### src/rtl/vv_mac.sv
// vv_mac: signed vector-vector multiply-accumulate with a small result memory and readout port.
// Latency: operand -> accumulator 2 edges; commit lands on the 2nd edge after mem_wr_en; readout 1 cycle.
// Backpressure: none; operands, commits and read requests are accepted every cycle unconditionally.
//
// Ports:
//   clk, rst               single rising-edge clock, asynchronous active-high reset
//   in_valid, a_data,
//   b_data, init           operand pair stream; init marks the first pair of a new dot product
//   mem_wr_en, wr_addr     commit the running dot product into result entry wr_addr
//   out_rd_en, out_addr    readout request; answered next cycle on out_valid/out_data
//   acc_ovf                sticky signed-overflow flag of the accumulator
//   done                   every result entry has been written at least once since reset
module vv_mac #(
  parameter int N     = 4,
  parameter int W     = 8,
  parameter int DEPTH = 4
) (
  input  logic                          clk,
  input  logic                          rst,
  input  logic                          in_valid,
  input  logic signed [W-1:0]           a_data,
  input  logic signed [W-1:0]           b_data,
  input  logic                          init,
  input  logic                          mem_wr_en,
  input  logic [$clog2(N)-1:0]          wr_addr,
  input  logic                          out_rd_en,
  input  logic [$clog2(N)-1:0]          out_addr,
  output logic signed [2*W+$clog2(N):0] out_data,
  output logic                          out_valid,
  output logic                          acc_ovf,
  output logic                          done
);

  localparam int AW = 2*W + $clog2(N) + 1;
  localparam int PW = 2*W;
  localparam int XW = AW - PW;
  localparam logic [2:0] DEPTH_C = 3'(DEPTH);

  // ---------------------------------------------------------------------------
  // Stage 1: product register and operand qualifiers
  // ---------------------------------------------------------------------------
  logic signed [PW-1:0] w_a_ext;
  logic signed [PW-1:0] w_b_ext;
  logic signed [PW-1:0] w_prod;
  logic signed [PW-1:0] r_prod;
  logic                 r_valid_q;
  logic                 r_init_q;

  // Operands are widened first so the multiply is evaluated at full product width.
  assign w_a_ext = {{W{a_data[W-1]}}, a_data};
  assign w_b_ext = {{W{b_data[W-1]}}, b_data};
  assign w_prod  = w_a_ext * w_b_ext;

  always_ff @(posedge clk or posedge rst) begin
    if (rst) begin
      r_prod    <= '0;
      r_valid_q <= 1'b0;
      r_init_q  <= 1'b0;
    end else begin
      r_prod    <= w_prod;
      r_valid_q <= in_valid;
      // init only has meaning on a valid operand pair.
      r_init_q  <= in_valid & init;
    end
  end

  // ---------------------------------------------------------------------------
  // Stage 2: accumulator with sticky overflow detection
  // ---------------------------------------------------------------------------
  logic signed [AW-1:0] w_prod_ext;
  logic signed [AW-1:0] w_sum;
  logic                 w_add_ovf;
  logic signed [AW-1:0] r_acc;
  logic                 r_acc_ovf;

  assign w_prod_ext = {{XW{r_prod[PW-1]}}, r_prod};
  assign w_sum      = r_acc + w_prod_ext;
  // Signed overflow: both addends share a sign that the wrapped sum does not.
  assign w_add_ovf  = (r_acc[AW-1] == w_prod_ext[AW-1]) && (w_sum[AW-1] != r_acc[AW-1]);

  always_ff @(posedge clk or posedge rst) begin
    if (rst) begin
      r_acc     <= '0;
      r_acc_ovf <= 1'b0;
    end else if (r_valid_q) begin
      if (r_init_q) begin
        r_acc <= w_prod_ext;
      end else begin
        r_acc <= w_sum;
        if (w_add_ovf) begin
          r_acc_ovf <= 1'b1;
        end
      end
    end
  end

  // ---------------------------------------------------------------------------
  // Commit path
  // The request is captured on the first edge and written on the second. At
  // that second edge the accumulator holds every pair presented up to the
  // cycle before mem_wr_en, while a pair presented alongside mem_wr_en is
  // still in the product register and so falls into the next commit.
  // ---------------------------------------------------------------------------
  logic                   r_wr_en_d1;
  logic [$clog2(N)-1:0]   r_wr_addr_d1;
  logic signed [AW-1:0]   r_mem [DEPTH];

  always_ff @(posedge clk or posedge rst) begin
    if (rst) begin
      r_wr_en_d1   <= 1'b0;
      r_wr_addr_d1 <= '0;
    end else begin
      r_wr_en_d1   <= mem_wr_en;
      r_wr_addr_d1 <= wr_addr;
    end
  end

  // Result storage is not reset; the rst term keeps a reset coinciding with a
  // clock edge from completing an in-flight commit.
  always_ff @(posedge clk) begin
    if (r_wr_en_d1 && !rst) begin
      r_mem[r_wr_addr_d1] <= r_acc;
    end
  end

  // ---------------------------------------------------------------------------
  // Write counter and done flag
  // ---------------------------------------------------------------------------
  logic [2:0] r_count;
  logic [2:0] w_count_nxt;
  logic       r_done;

  always_comb begin
    w_count_nxt = r_count;
    if (r_wr_en_d1 && (r_count != DEPTH_C)) begin
      w_count_nxt = r_count + 3'd1;
    end
  end

  always_ff @(posedge clk or posedge rst) begin
    if (rst) begin
      r_count <= '0;
      r_done  <= 1'b0;
    end else begin
      r_count <= w_count_nxt;
      r_done  <= (w_count_nxt == DEPTH_C);
    end
  end

  // ---------------------------------------------------------------------------
  // Readout: registered, read-first against a same-edge commit
  // ---------------------------------------------------------------------------
  logic signed [AW-1:0] r_out_data;
  logic                 r_out_valid;

  always_ff @(posedge clk or posedge rst) begin
    if (rst) begin
      r_out_data  <= '0;
      r_out_valid <= 1'b0;
    end else begin
      r_out_valid <= out_rd_en;
      if (out_rd_en) begin
        r_out_data <= r_mem[out_addr];
      end
    end
  end

  assign out_data  = r_out_data;
  assign out_valid = r_out_valid;
  assign acc_ovf   = r_acc_ovf;
  assign done      = r_done;

endmodule
### config.mk
export PLATFORM = sky130hd
export DESIGN_NAME = vv_mac
export DESIGN_NICKNAME = d
export VERILOG_FILES = /design/src/rtl/vv_mac.sv
export SDC_FILE = /design/constraint.sdc
export NUM_CORES = 1
export LEC_CHECK = 0
export CAP_MARGIN = 20
export CORE_MARGIN = 5
export CORE_UTILIZATION = 57
export DETAILED_ROUTE_END_ITERATION = 12
export DONT_BUFFER_PORTS = 1
export GPL_TIMING_DRIVEN = 0
export PLACE_DENSITY = 0.72
export SLEW_MARGIN = 20
export SYNTH_ARGS = -nofsm -noshare
export SYNTH_HDL_FRONTEND = slang
export SYNTH_SLANG_ARGS = --single-unit
export TNS_END_PERCENT = 10
### constraint.sdc
create_clock -name clk -period 3.4 [get_ports clk]
set_clock_uncertainty 0.1 [all_clocks]
set_input_delay 0.17 -clock clk [delete_from_list [all_inputs] [get_ports clk]]
set_output_delay 0.17 -clock clk [all_outputs]
set_load 0.02 [all_outputs]
### Word level (Yosys, flattened, before mapping)

Memories as Yosys holds them, arrays and structs flattened. A register that Yosys moved wholly into a read port is not among the register bits.
Cells that the tools add are included.

* add/sub/neg operators: 2
* $mul: 1
* equal/unequal tests: 4
* multiplexer cells: 4
* bitwise gates (word level): 2
* reduce and logical (&&, ||, !) cells: 5

Operator list (count)
* $add 19x16->19: 1
* $mux 19: 1
* $mul 8x8->16: 1
* $add 3x1->3 const B: 1
* $eq 3x3->1 const B: 1
* $logic_and 1x1->1: 3
* $mux 3: 1
* $ne 3x3->1 const B: 1
* $reduce_and 3->1: 1
* $mux 1: 2
* $and 1x1->1: 1
* $eq 1x1->1: 1
* $logic_not 1->1: 1
* $ne 1x1->1: 1
* $not 1->1: 1

* bits in registers: 46
* bits in writable memories: 76
* output and inout bits: 22
* logic and storage cells: 29
* memories kept: 1

Memory list
* r_mem: depth 4, width 19, read ports 1, clocked after memory_dff 1, write ports 1, line 106 `logic signed [AW-1:0] r_mem [DEPTH];`

### Logic depth before layout (Yosys ltp)

* word-level depth: 4
* gate-level depth with buffers: 17

### Least setup slack after synthesis

Ideal clock, no wire load.

* path type: input to register
* from: in b_data[0]
* to: reg r_prod[15]
* arrival: 4008 ps
* path slack: -835 ps
* stages on the path: 17
* path buffers: 0
* cells stage by stage: and2_1 > ha_1 > inv_1 > fa_1 > inv_1 > fa_1 > inv_1 > fa_1 > inv_1 > ha_1 > o21a_1 > o21ai_0 > nand2b_1 > and3_1 > a221oi_1 > o21ai_0 > xnor2_1

* cells in the longest elaborated chain, start to end: 1

RTL lines
* from (decl): line 22 `input logic signed [W-1:0] b_data,`
* $mul 8x8->16: line 52 `assign w_prod = w_a_ext * w_b_ext;`
* named net w_prod[15]: line 44 `logic signed [PW-1:0] w_prod;`
* to (signal assigned): line 60 `r_prod <= w_prod;`
* to (decl): line 45 `logic signed [PW-1:0] r_prod;`

The timed path passes the listed nets, and every way through them passes these cells.
A chain may end at the register's enable or synchronous reset.

### Final worst setup path

* from: in b_data[2]
* to: reg r_prod[14]

The elaborated chain is that of the path after synthesis.

==> run_results.csv <==
group,metric,value,unit
status,status,"complete, but fails checks",
status,violations,"setup timing",
clocking,cts_buffer_depth,2,
yosys,async_reset_ff_frac,0.461,
routing,dr.pass1.iters,4,
sta,rsz0062_at_grt,"true",
worst_setup_path,end_kind,"flip-flop",
placement,routabilityCongestion,0.848,
clocking,clk_pin_slew,0.06,ns
worst_setup_path,crit_slowest_cell,"fa_1",
worst_setup_path,worst_ep_arrival_time,3.80,ns
pwr,power.density,867,mW/mm²
layout,final_area,0.00985,mm²
pwr,irDropWorstVdd,0.432,mV
worst_setup_path,path_cells,"and2_4, fa_1, inv_1, fa_1, inv_1, fa_1, inv_1, fa_1, inv_2, ha_4, a21oi_4, o21bai_2, a2111oi_4, o31ai_2, a21oi_2, xnor2_1",
routing,drt_iter0_drc,174,
sta,hold_viol,0,
yosys,synthTopCellsByArea,"edfxtp_1 (27%), dfrtp_1 (19%), fa_1 (13%)",
yosys,synth-seq-cells,141,
global_routing,use_met1,0.229,
clocking,root_buffer,"clkbuf_16",
global_routing,met3_usage,0.0410,
layout,fill_cells,1073,
worst_setup_path,worstPathRequired,3.64,ns
layout,drive_gt1_frac,0.190,
layout,area_growth,15.0,%
sta,setup_slack,-0.167,ns
global_routing,grt_pass1_vias,5799,
placement,placed_area,0.00896,mm²
sta,fin_crit_sh,1.05,
global_routing,grt_usage,0.197,
global_routing,antenna_found_initial,0,
layout,instances_no_fill,928,
yosys,synth_top_cell_area_share,0.267,
yosys,synth.avg_cell_area,12.5,µm²
hold_path,hold_class,"in -> reg",
routing,wl_per_cell,17.1,µm
hold_path,holdPathEnd,"r_mem[0][1]",
clocking,cts_tree,"built",
global_routing,met2_usage,0.365,
yosys,yosysWarnings,0,
layout,utilization,0.673,
routing,drc,0,
sta,relSlewSlack,0.331,
sta,setup_viol,4,
worst_setup_path,cp_max_fo,8,
placement,portBuffers,0,
floorplanning,start_util,0.585,
floorplanning,ios,48,
clocking,cts_made_buffers,17,
clocking,clock_latency,0.41,ns
yosys,yosys.area.top_type,"edfxtp_1",
clocking,cts.sinks,141,
worst_setup_path,r2r_slack,0.71,ns
yosys,synth_ff_type,"edfxtp_1",
routing,num_vias,5126,
global_routing,grt_pass1_wl,27900,µm
layout,diodes,0,
sta,tightest_slew,1.00,ns
routing,route.antenna.remaining_nets,0,
global_routing,overflow,0,
global_routing,grt_max_degree,40,
global_routing,grt-busiest-layer,"met2",
worst_setup_path,r2r_end,"r_acc[18]",
worst_setup_path,reg2regPathDepth,10,
clocking,htree_levels,4,
hold_path,min_path_cells,2,
placement,dp_cells,875,
floorplanning,rows,44,
worst_setup_path,worstReg2RegStart,"r_acc[0]",
worst_setup_path,cp_common_cell,"fa_1",
floorplanning,core-area,0.0146,mm²
placement,hpwl,12000,µm
sta,layout_min_cycle_time,3.57,ns
pwr,power,8.54,mW
yosys,synth.distinct_cells,61,
yosys,yosysSeqAreaShare,0.457,
floorplanning,die_w,133,µm
worst_setup_path,cpPeakStageDelay,0.52,ns
hold_path,hold_start,"rst",
pwr,p_leak,4.13,nW
floorplanning,dieArea,0.0176,mm²
sta,fmax,280,MHz
worst_setup_path,startpoint_type,"input port",
yosys,synth_edf_count,76,
floorplanning,die_h,133,µm
yosys,netlist_instances,687,
layout,fin_nets,862,
sta,slew_viol_final,0,
routing,viasPerCell,5.52,
yosys,synthesis.area,0.00856,mm²
routing,routed_wl,15900,µm
yosys,syn-num-nets,818,
flow_run,maxCapViolCount,0,
worst_setup_path,crit_type,"in -> reg",
-- how the worst max path moves through the flow --
stage	start	to	slack, ns	depth (start not counted)
2_1_floorplan	b_data[2]	r_prod[14]	-0.47	16
3_3_place_gp	b_data[1]	r_prod[15]	-0.67	17
3_5_place_dp	b_data[3]	r_prod[14]	-0.76	14
4_1_cts	a_data[3]	r_prod[15]	-0.21	15
5_1_grt	b_data[2]	r_prod[14]	-0.28	16
6_report	b_data[2]	r_prod[14]	-0.17	16
-- per-layer routing --
metal | share of wire | wire (µm) | up-vias
met2 | 0.54 | 8510 | 118
met4 | 0.019 | 305 | 0
met3 | 0.041 | 650 | 27
met1 | 0.40 | 6440 | 2509
li1 | - | - | 2472
met5 | 0 | 0 | -
-- Yosys cell counts (4+ instances only) --
library cell / count
nand2b_1: 12
inv_1: 90
edfxtp_1: 76
dfrtp_1: 65
nand2_1: 38
o21ai_0: 20
nor3_1: 6
nand3_1: 11
fa_1: 56
and2_1: 44
mux2_2: 20
clkbuf_1: 9
and3_1: 4
a31oi_1: 4
ha_1: 49
xnor2_1: 25
a21o_1: 13
nor2_1: 29
nor2b_1: 5
a21oi_1: 30
mux4_2: 19
-- kinds of logic after synthesis --
family,Yosys count,synth area share
AO/OA/AOI/OAI,100,0.0810
AND/OR/NAND/NOR,166,0.104
adder cells (fa/ha/maj),105,0.203
flip-flops,141,0.457
buffers and inverters,106,0.0488
multiplexers,41,0.0786
XOR/XNOR,28,0.0286
-- worst max-delay path: cells and delay by family --
| kind | cells | cell delay (ns) |
|---|---|---|
| AO/OA/AOI/OAI | 5 | 0.95 |
| XOR/XNOR | 1 | 0.12 |
| adder cells (fa/ha/maj) | 5 | 2.23 |
| buffers and inverters | 4 | 0.19 |
| AND/OR/NAND/NOR | 1 | 0.14 |
-- registers in the layout, summed over array words and instances, names as in the netlist --
name          flops
acc_ovf           1
done              1
out_data         19
out_valid         1
r_acc            19
r_count           3
r_init_q          1
r_mem            76
r_prod           16
r_valid_q         1
r_wr_addr_d1      2
r_wr_en_d1        1
-- timing repair --
action                                  CTS  global route
hold buffers                             12             0
pin swaps                                25            15
endpoints found under the hold margin    74             0
setup buffers                             6             3
endpoints found under the setup margin    4             4
resized for setup                        10            10
-- report_power, final --
part	internal [mW]	switching, mW	leakage [nW]
clock network	1.10	0.711	0.283
registers	2.25	0.362	1.46
logic	1.98	2.14	2.40
total	5.33	3.21	4.13
-- final cells by class --
class	instances	area [µm²]	area share
buffer	15	76.3	0.00775
clock buffer	18	429	0.0436
clock inverter	14	159	0.0161
inverter	91	349	0.0354
multi-input combinational	440	4450	0.452
sequential	141	3910	0.397
tap	184	230	0.0234
timing repair buffer	25	241	0.0245
-- cells in the final DEF (no fill, tap or decap), drive strengths merged, types with 13 or more instances in the layout --
cell,count
inv,96
edfxtp,76
dfrtp,65
fa,56
ha,49
and2,44
nand2,38
a21oi,33
nor2,29
clkbuf,28
xnor2,25
o21ai,21
mux2,20
mux4,19
buf,18
a21o,13
-- metrics by stage --
step / setup TNS [ns] / hold slack (ns) / worst slack, ns
4_1_cts: -0.508 / 0.0415 / -0.211
3_5_place_dp: -3.09 / -0.0542 / -0.758
3_3_place_gp: -5.75 / 0.101 / -0.672
6_report: -0.337 / 0.0596 / -0.167
2_1_floorplan: -1.72 / 0.101 / -0.475
5_1_grt: -0.784 / 0.0492 / -0.283
No activity file was read; power rests on OpenSTA's default activity.
